[src/rtl/spm_seq_ctrl_if.sv]
// Operand/product handshake bundle for the spm sequencer.
// master = issue/consume side, slave = spm_seq_ctrl.
interface spm_seq_ctrl_if #(
  parameter int WIDTH = 8
);
  logic               in_valid;
  logic               in_ready;
  logic [WIDTH-1:0]   in_a;
  logic [WIDTH-1:0]   in_b;
  logic               out_valid;
  logic               out_ready;
  logic [2*WIDTH-1:0] out_prod;

  modport master (
    output in_valid, in_a, in_b, out_ready,
    input  in_ready, out_valid, out_prod
  );

  modport slave (
    input  in_valid, in_a, in_b, out_ready,
    output in_ready, out_valid, out_prod
  );
endinterface

[src/rtl/spm_seq_ctrl.sv]
// Sequencer for the serial-parallel multiplier CSA chain.
// Ports: clk, rst (sync, active-low), bus (operand in / product out),
//   spm_x/spm_y/spm_clr_n to the array, spm_p from it, busy status.
module spm_seq_ctrl #(
  parameter int WIDTH = 8,
  parameter int P_LAT = 1
) (
  input  logic             clk,
  input  logic             rst,
  spm_seq_ctrl_if.slave    bus,
  output logic [WIDTH-1:0] spm_x,
  output logic             spm_y,
  output logic             spm_clr_n,
  input  logic             spm_p,
  output logic             busy
);

  localparam int PW   = 2 * WIDTH;
  localparam int NRUN = PW + P_LAT;
  localparam int CW   = $clog2(NRUN + 1);

  localparam logic [CW-1:0] LAST = CW'(NRUN - 1);
  localparam logic [CW-1:0] PL   = CW'(P_LAT);

  typedef enum logic [1:0] {
    IDLE,
    CLEAR,
    RUN,
    DONE
  } state_t;

  state_t           state_q;
  logic [CW-1:0]    cnt_q;
  logic [WIDTH-1:0] a_q;
  logic [WIDTH-1:0] b_q;
  logic [PW-1:0]    prod_q;
  logic [PW-1:0]    out_q;
  logic             rdy_q;
  logic             busy_q;
  logic             ov_q;
  logic             clrn_q;
  logic             y_q;

  logic [WIDTH-1:0] b_d;
  logic [PW-1:0]    prod_d;

  // b_q doubles as an arithmetic shift register, so once the
  // real bits run out its LSB keeps presenting the sign bit.
  assign b_d    = {b_q[WIDTH-1], b_q[WIDTH-1:1]};
  assign prod_d = {spm_p, prod_q[PW-1:1]};

  always_ff @(posedge clk) begin
    if (!rst) begin
      state_q <= IDLE;
      cnt_q   <= '0;
      a_q     <= '0;
      b_q     <= '0;
      prod_q  <= '0;
      out_q   <= '0;
      rdy_q   <= 1'b1;
      busy_q  <= 1'b0;
      ov_q    <= 1'b0;
      clrn_q  <= 1'b0;
      y_q     <= 1'b0;
    end else begin
      unique case (state_q)
        IDLE: begin
          if (bus.in_valid) begin
            state_q <= CLEAR;
            a_q     <= bus.in_a;
            b_q     <= bus.in_b;
            prod_q  <= '0;
            cnt_q   <= '0;
            rdy_q   <= 1'b0;
            busy_q  <= 1'b1;
          end
        end
        CLEAR: begin
          state_q <= RUN;
          clrn_q  <= 1'b1;
          y_q     <= b_q[0];
          b_q     <= b_d;
        end
        RUN: begin
          cnt_q <= cnt_q + 1'b1;
          y_q   <= b_q[0];
          b_q   <= b_d;
          // spm_p trails spm_y by P_LAT cycles
          if (cnt_q >= PL) begin
            prod_q <= prod_d;
          end
          if (cnt_q == LAST) begin
            state_q <= DONE;
            out_q   <= prod_d;
            busy_q  <= 1'b0;
            clrn_q  <= 1'b0;
            ov_q    <= 1'b1;
            y_q     <= 1'b0;
          end
        end
        DONE: begin
          if (bus.out_ready) begin
            state_q <= IDLE;
            ov_q    <= 1'b0;
            rdy_q   <= 1'b1;
            out_q   <= '0;
            a_q     <= '0;
            b_q     <= '0;
            prod_q  <= '0;
            cnt_q   <= '0;
          end
        end
        default: begin
          state_q <= IDLE;
        end
      endcase
    end
  end

  assign bus.in_ready  = rdy_q;
  assign bus.out_valid = ov_q;
  assign bus.out_prod  = out_q;
  assign spm_x         = a_q;
  assign spm_y         = y_q;
  assign spm_clr_n     = clrn_q;
  assign busy          = busy_q;

endmodule

[src/flat_wrapper.sv]
// flat-port wrapper written by rule: the top's interface ports become plain ports
module spm_seq_ctrl_flat 
#(
  parameter int WIDTH = 8,
  parameter int P_LAT = 1
)
  (clk, rst, spm_x, spm_y, spm_clr_n, spm_p, busy, bus_in_valid, bus_in_a, bus_in_b, bus_out_ready, bus_in_ready, bus_out_valid, bus_out_prod);
  spm_seq_ctrl_if #(.WIDTH(WIDTH)) bus_i ();
  input  logic clk;
  input  logic rst;
  output logic [WIDTH-1:0] spm_x;
  output logic spm_y;
  output logic spm_clr_n;
  input  logic spm_p;
  output logic busy;
  input wire logic [$bits(bus_i.in_valid)-1:0] bus_in_valid;
  input wire logic [$bits(bus_i.in_a)-1:0] bus_in_a;
  input wire logic [$bits(bus_i.in_b)-1:0] bus_in_b;
  input wire logic [$bits(bus_i.out_ready)-1:0] bus_out_ready;
  output wire logic [$bits(bus_i.in_ready)-1:0] bus_in_ready;
  output wire logic [$bits(bus_i.out_valid)-1:0] bus_out_valid;
  output wire logic [$bits(bus_i.out_prod)-1:0] bus_out_prod;
  assign bus_i.in_valid = bus_in_valid;
  assign bus_i.in_a = bus_in_a;
  assign bus_i.in_b = bus_in_b;
  assign bus_i.out_ready = bus_out_ready;
  assign bus_in_ready = bus_i.in_ready;
  assign bus_out_valid = bus_i.out_valid;
  assign bus_out_prod = bus_i.out_prod;
  spm_seq_ctrl #(.WIDTH(WIDTH), .P_LAT(P_LAT)) u_core (.clk(clk), .rst(rst), .bus(bus_i), .spm_x(spm_x), .spm_y(spm_y), .spm_clr_n(spm_clr_n), .spm_p(spm_p), .busy(busy));
endmodule
[config.mk]
export PLATFORM = sky130hd
export DESIGN_NAME = spm_seq_ctrl_flat
export DESIGN_NICKNAME = d
export VERILOG_FILES = /design/src/rtl/spm_seq_ctrl_if.sv /design/src/rtl/spm_seq_ctrl.sv /design/src/flat_wrapper.sv
export SDC_FILE = /design/constraint.sdc
export NUM_CORES = 1
export LEC_CHECK = 0
export ABC_CLOCK_PERIOD_IN_PS = 2300
export CAP_MARGIN = 20
export CELL_PAD_IN_SITES_DETAIL_PLACEMENT = 1
export CELL_PAD_IN_SITES_GLOBAL_PLACEMENT = 2
export CORE_ASPECT_RATIO = 0.8
export CORE_MARGIN = 1
export CORE_UTILIZATION = 30
export DETAILED_ROUTE_END_ITERATION = 7
export PLACE_DENSITY_LB_ADDON = 0.12
export SYNTH_ARGS = -nofsm -noshare
export SYNTH_HDL_FRONTEND = slang
export SYNTH_SLANG_ARGS = --single-unit
[constraint.sdc]
create_clock -name clk -period 2.3 [get_ports clk]
set_input_delay 0.69 -clock clk [delete_from_list [all_inputs] [get_ports clk]]
set_output_delay 0.69 -clock clk [all_outputs]
set_load 0.05 [all_outputs]
Word level (Yosys, flattened, before mapping)
Cells that the tools add are included.

Register bits after elaboration: 60. Input port bits: 21. Output and inout port bits: 29. Logic and storage cells: 69.

Add/subtract/negate cells: 1. Magnitude comparators: 1. Eq/ne operators: 8. Mux-type cells: 30. Bitwise logic cells: 1. Reductions and logical operators: 16.

Operator list (number): $mux W16 (4); $pmux W16 S3 (1); $pmux W16 S2 (1); $mux W8 (3); $pmux W8 S3 (1); $reduce_and A3 Y1 (6); $pmux W8 S2 (1); $pmux W5 S3 (1); $mux W5 (2); $pmux W1 S2 (5); $pmux W2 S4 (1); $reduce_bool A2 Y1 (4); $mux W1 (7); $mux W2 (3); $add A5 B1 Y5 const B (1); $eq A5 B5 Y1 const B (1); $ge A5 B1 Y1 const B (1); $eq A2 B2 Y1 const B (2); $ne A2 B1 Y1 const B (2); $ne A2 B2 Y1 const B (2); $reduce_and A2 Y1 (2); $reduce_and A4 Y1 (1); $reduce_bool A3 Y1 (1); $eq A2 B1 Y1 const B (1); other kinds (3) (3).

Longest topological paths before layout
Gate-level depths: netlist (run 1).

Depth after elaboration: 4. Mapped depth: 7. Depth with buffers taken out: 6.

Least setup slack after synthesis (run 1)
OpenSTA, ideal clock, no wires.

Kind: reg-to-reg. From: register u_core.state_q[0]. To: register u_core.out_q[10] (netlist: u_core.bus.out_prod[10]). Arrival time: 1.704 ns. Data required time: 2.225 ns. Path slack: 0.521 ns. Cell stages (with the launch flop): 8. Period minus slack after synthesis: 1.779 ns. Cell sequence: dfxtp_1 inv_1 ha_1 or2b_4 or3_1 clkbuf_1 clkbuf_1 o22ai_1.

Word-level cells in the longest chain between the ends: 3.

Ends and longest elaborated chain: start, declared (RTL line spm_seq_ctrl.sv:32) `state_t state_q;`; start signal, assigned (RTL line spm_seq_ctrl.sv:54) `state_q <= IDLE;`; start signal, assigned (RTL line spm_seq_ctrl.sv:69) `state_q <= CLEAR;`; start signal, assigned (RTL line spm_seq_ctrl.sv:79) `state_q <= RUN;`; $eq A2 B2 Y1 (RTL line spm_seq_ctrl.sv:66) `unique case (state_q)`; $ne A2 B1 Y1 (no source line), or another cell as far along; $reduce_and A3 Y1 (no source line); end signal, assigned (RTL line spm_seq_ctrl.sv:94) `out_q <= prod_d;`; end, declared (RTL line spm_seq_ctrl.sv:37) `logic [PW-1:0] out_q;`.

Parallel ways exist; a longest one is shown, timed or not. A chain may end at the register's enable or synchronous reset.

Worst setup path after layout (run 1)
From: register u_core.out_q[3] (netlist: u_core.bus.out_prod[3]). To: output port bus_out_prod[3].

RTL lines: end, declared (RTL line flat_wrapper.sv:22) `output wire logic [$bits(bus_i.out_prod)-1:0] bus_out_prod;`.

No word-level cell between the ends.

==> impl_metrics.json, run 1 <==
{
  "outcome": "finished clean",
  "start_kind": "flip-flop",
  "combPwrFrac_pct": 37.9,
  "slowest_stage": "clkdlybuf4s50_1",
  "pwr-share-clk_pct": 25.4,
  "min_period_ns": 2.181,
  "routed-wl-met2_mm": 2.683,
  "peakVddDrop_mv": 0.3596,
  "final_common_cell": "nand2_1",
  "fmax_mhz": 458.6,
  "cts_max_path_buffers": 2,
  "finalClockSkew_ns": 0.006847,
  "drt-initial-drc-count": 50,
  "arrival_ns": 1.49,
  "port_buffers": 49,
  "cts_sinks": 59,
  "die_height_um": 82.89,
  "grt_max_degree": 21,
  "drt.antenna.violating_nets": 0,
  "n_fill_cell": 951,
  "fin_setup_tns_ns": 0,
  "cp_top_family": "buffers and inverters",
  "io_pins": 50,
  "switching_share_pct": 37.24,
  "setup_viol": 0,
  "syn_nets": 304,
  "synth_edf_count": 0,
  "ys_warn_count": 0,
  "drc_errors": 0,
  "relSlewSlack_pct": 31.64,
  "highest-signal-layer": "met4",
  "synthFlopType": "dfxtp_1",
  "cts_resized": 0,
  "ys_seq_area_share_pct": 48.14,
  "path_class": "reg -> out",
  "overflow": 0,
  "power.density_nw_per_um2": 1004,
  "detail_route.wl_per_cell_um": 14.13,
  "crit_chain": "clkdlybuf4s50_1",
  "met3WireLength_um": 234,
  "required_ns": 1.61,
  "fin_nets": 356,
  "worstHoldStart": "u_core.bus.out_prod[10]",
  "fp-row-count": 29,
  "p_switching_w": 0.001212,
  "core_area_sq_um": 7910,
  "multiInputGateArea_sq_um": 1170,
  "crit_buf_inv": 1,
  "wl_mm": 6.190,
  "seqCellArea_sq_um": 1181,
  "endpoint_kind": "output port",
  "cts-root-buf": "clkbuf_8",
  "clkTransAtPathRegs_ns": 0.06,
  "cp_max_fo": 2,
  "finalHoldViolations": 0,
  "grt_setup_unrepaired": "no",
  "yosys.cell_types.count": 31,
  "syn-cell-area_sq_um": 2454,
  "tritoncts": "built",
  "grt_pass1_wl_mm": 10.74,
  "num_vias": 2129,
  "p_int_w": 0.002042,
  "syn_inst": 275,
  "leakage_nw": 1.189,
  "avgSynthCellArea_sq_um": 8.922,
  "hold_slack_ns": 0.4552,
  "num_antenna_cells": 0,
  "viasPerCell": 4.861,
  "synthToLayoutAreaGrowth_pct": 32.08,
  "grt_usage_pct": 16.48,
  "timing.final.crit_share_pct": 94.81,
  "hpwl_mm": 4.098,
  "wl_met1_mm": 3.200,
  "die_area_sq_um": 8547,
  "synth_seq_cells": 59,
  "maxCapViolations": 0,
  "grt_antenna_before_repair": 0,
  "htree_levels": 3,
  "worstReg2RegStart": "u_core.cnt_q[1]",
  "cts_made_buffers": 9,
  "layout_common_cells": "65 x nand2_1, 59 x dfxtp_1, 49 x clkdlybuf4s50_1",
  "cts_setup_buffers": 0,
  "layout-drive-gt1-share_pct": 8.485,
  "grt_pass1_vias": 2214,
  "start_util_pct": 31.02,
  "maxSlewViolCount": 0,
  "cpPeakStageDelay_ns": 0.81,
  "drt_first_pass_iters": 4,
  "startpoint": "u_core.bus.out_prod[3]",
  "die_x_um": 103.1,
  "place_congestion": 0.7211,
  "power_frac_seq_pct": 36.7,
  "holdCritPathClass": "reg -> reg",
  "async_flop_share_pct": 0,
  "holdBufCountCts": 0,
  "clk_latency_ns": 0.34,
  "worstMarginPinSlew_ns": 1.025
}
==> tightest hold or removal path, stage by stage (launching register included) <==
cell     delay, ns
dfxtp_1       0.31
nand2_1       0.05
o22ai_1       0.05
==> cells by family (layout without fill, tap and decap cells) <==
kind of cell             Yosys count  count (layout)  share of synthesized area (%)
adder cells (fa/ha/maj)            8               8                          4.080
AND/OR/NAND/NOR                  112             112                          20.75
flip-flops                        59              59                          48.14
buffers and inverters             24              79                          4.181
AO/OA/AOI/OAI                     56              56                          16.32
multiplexers                      16              16                          6.527
==> synthesized netlist by cell type (2+ instances only) <==
master / number / area [sq um]
clkbuf_1: 16 / 60.06
or3_1: 2 / 12.51
mux2i_1: 16 / 160.2
a311oi_1: 7 / 61.31
a21oi_1: 8 / 40.04
nand2_1: 65 / 244.0
nand3_1: 4 / 20.02
a22oi_1: 8 / 60.06
o22ai_1: 17 / 106.4
nor2b_1: 3 / 18.77
nor2_1: 20 / 75.07
ha_1: 8 / 100.1
o211ai_1: 3 / 22.52
dfxtp_1: 59 / 1181
nand3b_1: 8 / 60.06
o31ai_1: 2 / 15.01
inv_1: 6 / 22.52
nand2b_1: 5 / 31.28
o32ai_1: 3 / 26.28
o21ai_0: 4 / 20.02
==> cell type report <==
type | count | area share [%]
clock inverter | 3 | 0.4633
timing repair buffer | 59 | 17.45
tap | 108 | 4.170
sequential | 59 | 36.45
inverter | 6 | 0.6950
clock buffer | 11 | 4.672
multi-input combinational | 192 | 36.10
==> final timing paths <==
check	end	slack, ns	cells past startpoint
min reg2reg	u_core.bus.out_prod[10]	0.46	2
min	u_core.bus.out_prod[10]	0.46	2
max reg2reg	u_core.prod_q[2]	0.17	3
max	bus_out_prod[3]	0.12	1
==> power by group through the flow <==
stage,clock network [W],registers [W],logic (W)
finish,0.000828,0.00119,0.00123
global route,0.000903,0.00121,0.00136
CTS,0.000865,0.00119,0.00125
detailed placement,0,0.00122,0.00125
global placement,0,0.00121,0.00124
floorplan,0,0.00137,0.000756
==> metrics by stage <==
stage | cells | power, W | setup WS (ns) | utilization (%) | area, sq um
6_report | 438 | 0.003254 | 0.1193 | 40.97 | 3241
3_5_place_dp | 424 | 0.002469 | 0.03628 | 38.86 | 3074
5_1_grt | 438 | 0.003474 | 0.0001692 | 40.97 | 3241
3_3_place_gp | 424 | 0.002451 | 0.1014 | 38.86 | 3074
4_1_cts | 438 | 0.003315 | 0.07198 | 40.97 | 3241
2_1_floorplan | 275 | 0.002130 | 0.5208 | - | 2454
==> registers in the layout (all words and copies together) (netlist names) <==
signal                cells
u_core.bus.in_ready       1
u_core.spm_clr_n          1
u_core.bus.out_valid      1
u_core.bus.out_prod      16
u_core.prod_q            15
u_core.busy               1
u_core.spm_x              8
u_core.cnt_q              5
u_core.spm_y              1
u_core.state_q            2
u_core.b_q                8
==> per-layer routing <==
layer	global-route usage (%)	vias up
met5	0	-
met2	23.52	36
met1	22.83	1018
met4	4.994	0
li1	-	1067
met3	6.313	8
No activity file was read; power rests on OpenSTA's default activity.
==> run 2, diff against run 1 <==
CTS_BUF_LIST = sky130_fd_sc_hd__clkbuf_4   (was not set)
SLEW_MARGIN = 20   (was not set)
==> run 2 against run 1 <==
Largest cell class unchanged; via count about the same; die area unchanged; setup slack got worse by 0.059 ns; flip-flop and latch count unchanged; sequential share of layout area grew 0.70 points; first-iteration DRC count decreased by 30%.
==> impl_metrics.json, run 2 (synthesis gave the netlist of run 1 again) <==
{
  "outcome": "finished clean",
  "required_ns": 1.61,
  "cts-root-buf": "clkbuf_4",
  "min_period_ns": 2.239,
  "crit_buf_inv": 1,
  "place_congestion": 0.7211,
  "cts_sinks": 59,
  "crit_chain": "clkdlybuf4s50_1",
  "rrSetupSlack_ns": 0.17,
  "pwr-share-clk_pct": 19.0,
  "startpoint": "u_core.spm_x[6]",
  "tritoncts": "built",
  "fp-row-count": 29,
  "grt_pass1_wl_mm": 10.72,
  "cp_max_fo": 2,
  "start_util_pct": 31.02,
  "layout_common_cells": "65 x nand2_1, 59 x dfxtp_1, 40 x clkdlybuf4s50_1",
  "worstHoldStart": "u_core.bus.out_prod[10]",
  "start_kind": "flip-flop",
  "n_fill_cell": 961,
  "cts_max_path_buffers": 2,
  "switching_share_pct": 39.65,
  "io_pins": 50,
  "p_int_w": 0.001805,
  "port_buffers": 49,
  "maxSlewViolCount": 0,
  "cp_top_family": "buffers and inverters",
  "timing.final.crit_share_pct": 97.36,
  "grt_antenna_before_repair": 0,
  "holdBufCountCts": 0,
  "die_height_um": 82.89,
  "finalHoldViolations": 0,
  "power_frac_seq_pct": 39.9,
  "p_switching_w": 0.001186,
  "power.total_w": 0.002991,
  "holdCritPathClass": "reg -> reg",
  "layout-drive-gt1-share_pct": 8.182,
  "die_area_sq_um": 8547,
  "power.density_nw_per_um2": 940.8,
  "num_antenna_cells": 0,
  "final_common_cell": "nand2_1",
  "htree_levels": 3,
  "grt_max_degree": 21,
  "maxCapViolations": 0,
  "seqCellArea_sq_um": 1181,
  "die_x_um": 103.1,
  "hpwl_mm": 4.098,
  "peakVddDrop_mv": 0.3434,
  "detail_route.wl_per_cell_um": 14.15,
  "cts_made_buffers": 9,
  "multiInputGateArea_sq_um": 1170,
  "final_util_pct": 40.19,
  "cpPeakStageDelay_ns": 0.80,
  "drt-initial-drc-count": 35,
  "dp_slack_ns": 0.03628,
  "grt_setup_unrepaired": "no",
  "drt.antenna.violating_nets": 0,
  "slowest_stage": "clkdlybuf4s50_1",
  "overflow": 0,
  "fin_setup_tns_ns": 0,
  "core_area_sq_um": 7910,
  "endpoint_kind": "output port",
  "path_class": "reg -> out",
  "worstReg2RegStart": "u_core.cnt_q[1]",
  "clkTransAtPathRegs_ns": 0.10,
  "grt_pass1_vias": 2203,
  "arrival_ns": 1.55,
  "leakage_nw": 1.271,
  "fin_nets": 356,
  "fmax_mhz": 446.6,
  "clk_latency_ns": 0.40,
  "largest_register_ffs": 16,
  "worstMarginPinSlew_ns": 1.015,
  "finalClockSkew_ns": 0.01067,
  "layout_setup_ws_ns": 0.06071,
  "setup_viol": 0,
  "viasPerCell": 4.858,
  "synthToLayoutAreaGrowth_pct": 29.58,
  "cts_setup_buffers": 0,
  "num_vias": 2128,
  "grt_usage_pct": 16.33,
  "relSlewSlack_pct": 32.36,
  "wl_mm": 6.197,
  "combPwrFrac_pct": 41.2,
  "drt_first_pass_iters": 4,
  "drc_errors": 0
}
-- run 2: through the flow --
step / instances / area [sq um] / hold slack, ns
after floorplan: 275 / 2454 / 0.4350
after global placement: 424 / 3074 / 0.4449
after detailed placement: 424 / 3074 / 0.4499
after CTS: 438 / 3162 / 0.4590
after global routing: 438 / 3179 / 0.4817
final: 438 / 3179 / 0.4591
-- run 2: final timing paths --
check                            endpoint  cells after the start
hold reg to reg   u_core.bus.out_prod[10]                      2
setup / recovery                 spm_x[6]                      1
hold / removal    u_core.bus.out_prod[10]                      2
setup reg to reg         u_core.prod_q[2]                      3
-- run 2: layer usage --
layer  part of all wire, %  wire length (um)  vias to the layer above  global-route usage [%]
met2                    44              2711                       35                   23.76
met4                  0.63                39                        0                   4.994
met1                    53              3265                     1021                   22.77
li1                      -                 -                     1068                       -
met3                   2.9               181                        4                   5.303
met5                     0                 0                        -                       0
-- run 2: power by group through the flow --
stage / registers, W / logic (W) / clock network [W]
after floorplan: 0.00137 / 0.000756 / 0
after global placement: 0.00121 / 0.00124 / 0
after detailed placement: 0.00122 / 0.00125 / 0
after CTS: 0.00119 / 0.00125 / 0.000605
after global routing: 0.00121 / 0.00136 / 0.000639
final: 0.00119 / 0.00123 / 0.000568
-- run 2: layout make-up --
cell class / instances / area share, %
Timing Repair Buffer: 59 / 18.26
Multi-Input combinational cell: 192 / 36.80
Inverter: 6 / 0.7084
Clock buffer: 9 / 2.125
Clock inverter: 5 / 0.7084
Sequential cell: 59 / 37.15
Tap cell: 108 / 4.250
-- run 2: repair_timing --
| item | 4_1_cts | 5_1_grt |
|---|---|---|
| gates resized for setup | 2 | 8 |
| cloned | 0 | 0 |
| pin swaps | 0 | 1 |
| setup endpoints to repair | 2 | 16 |
| endpoints found under the hold margin | 0 | 0 |
==> edit, RTL diff (flow settings as in run 2) <==
Re-encode `state_t` (4 states) as one-hot, 4 bits wide.
--- a/src/rtl/spm_seq_ctrl.sv
+++ b/src/rtl/spm_seq_ctrl.sv
@@ -24,7 +24,7 @@
 
-  typedef enum logic [1:0] {
-    IDLE,
-    CLEAR,
-    RUN,
-    DONE
+  typedef enum logic [3:0] {
+    IDLE  = 4'b0001,
+    CLEAR = 4'b0010,
+    RUN   = 4'b0100,
+    DONE  = 4'b1000
   } state_t;
Formal check against the unedited RTL: no difference found for any inputs over 10 cycles, from zero or initial values and one cycle with rst low; not proved beyond that.
==> edit against run 2 <==
Synthesized area increased by 23%. Final area increased by 21%. Routed wire length increased by 44%. Sequential cell count increased by 2. Global-route usage increased by 2.1 points. Setup slack improved by 0.22 ns. Register-to-register slack improved by 0.23 ns.
Power is not compared: it rests on default switching activity, and its combinational part moved more than twofold at a synthesized area within 25%.
==> edit: results (changes against run 2) <==
aggregate global-route resource usage 18.5% (+2.1 points); Netlist cell types 57 (+84%); drt initial violations 107 (+210%); relative max-transition margin 64.1% (+32 points); Yosys warning total 0 (unchanged); Leak Pwr 1.49 nW; Final Skew 0.0121 ns (+0.00148 ns); largest vdd supply drop 0.250 mV; register-to-register setup slack 0.40 ns (+0.23 ns); Synth top cells by count dfxtp_1, nor2_1, a21oi_1, nand2_1, a22oi_1; Compound-Gate Fraction of Synth Area 29.8% (+13 points); proportion of synthesized area in mux cells 1.32% (-5.2 points); synthesized area per cell 8.82 um2 (-1.1%); number of global-route vias before repair 2858 (+30%); number of cells after detailed placement 513 (+21%); Syn Nets 367 (+21%); hold crit path type register to register; number of post-CTS setup repair buffers 0 (unchanged); Synth Flop Type dfxtp_1; net total in the final layout 412 (+16%); sequential element share of the synthesized area 40.4% (-7.8 points); wire length of the first global-routing pass 15000 um (+40%); sum of routed wire length over all layers 8900 um (+44%); top cell family by delay on the critical path buffers and inverters; arrival time of data at the critical path endpoint 1.33 ns (-0.22 ns); H-tree Lvls 3 (unchanged); Final Worst Setup Slack 0.276 ns (+0.215 ns); area share of fa/ha/maj cells after synthesis 1.24% (-2.8 points); register clock-pin slew on the reported worst setup and hold paths 0.11 ns; share of layout cells above drive strength 1 12.5% (+4.3 points); via count 2789 (+31%); top area cells in the synthesized netlist dfxtp_1, a22oi_1, nor2_1; placed instance area 3690 um2 (+20%); vias per inst 5.27 (+8.5%); maximum number of pins on one net before global-route repair 52 (+150%); root cell of the clock tree clkbuf_4; flip-flop count of the largest register after layout 16 (unchanged); Crit path largest cell delay 0.55 ns (-0.25 ns); final-layout worst hold slack 0.479 ns (+0.0200 ns); deepest clock path buffer count 2 (unchanged); outcome completed; half-perimeter wire length after detailed placement 5900 um (+44%); clock network latency to the later pin of the worst-skew pair 0.42 ns (+0.02 ns); fill cell count 1152 (+20%); placer's final routability congestion estimate 0.778 (+7.9%); area share of xor/xnor cells in the synthesized design 0.289% (+0.29 points); Detailed Routing Iterations Pass 1 4 (unchanged); pre-CTS setup slack -0.0295 ns (-0.0657 ns); PortBufs 49 (unchanged); maximum net fanout on the critical path 2 (unchanged); Slowest-stage cell, CP dlygate4sd2_1; share of synthesized registers carrying an async set or reset 0% (unchanged)
edit: area by class of cell:
cell class / instances / area, um2 / share of cell area (%)
clock buffer: 9 / 67.6 / 1.76
clock inverter: 7 / 90.1 / 2.35
inverter: 5 / 18.8 / 0.489
multi-input combinational: 245 / 1610 / 41.9
sequential: 61 / 1220 / 31.8
tap: 136 / 170 / 4.43
timing repair buffer: 66 / 662 / 17.2
edit: report_power, final:
part           total [mW]  switching [mW]  internal, mW
clock               0.860           0.425         0.435
combinational       0.410           0.248         0.161
sequential           1.11          0.0219          1.09
total                2.38           0.696          1.69
edit: final timing paths:
check	start	end	cells after the start
worst max register to register	u_core.state_q[2]$_SDFFE_PN0P_	u_core.prod_q[13]$_SDFFE_PN0P_	5
worst max-delay path	u_core.bus.out_valid$_SDFFE_PN0P_	bus_out_valid	1
worst min-delay path	u_core.b_q[5]$_SDFFE_PN0P_	u_core.b_q[5]$_SDFFE_PN0P_	2
worst min register to register	u_core.b_q[5]$_SDFFE_PN0P_	u_core.b_q[5]$_SDFFE_PN0P_	2
edit: repair_timing:
| item | 4_1_cts | 5_1_grt |
|---|---|---|
| hold buffers | 0 | 0 |
| setup endpoints to repair | 21 | 8 |
| hold endpoints to repair | 0 | 0 |
| gates cloned | 0 | 0 |
| gates resized for setup | 21 | 8 |
edit: cells by family after synthesis:
kind of cell	Yosys count
XOR/XNOR	1
flip-flops	61
adder cells (fa/ha/maj)	3
AO/OA/AOI/OAI	118
AND/OR/NAND/NOR	119
buffers and inverters	37
multiplexers	4
edit: per-layer routing:
layer / up-vias / wire length (um) / global-route usage, %
li1: 1379 / - / -
met1: 1361 / 4540 / 24.9
met2: 45 / 3920 / 28.5
met3: 4 / 374 / 5.88
met4: 0 / 60 / 4.22
met5: - / 0 / 0
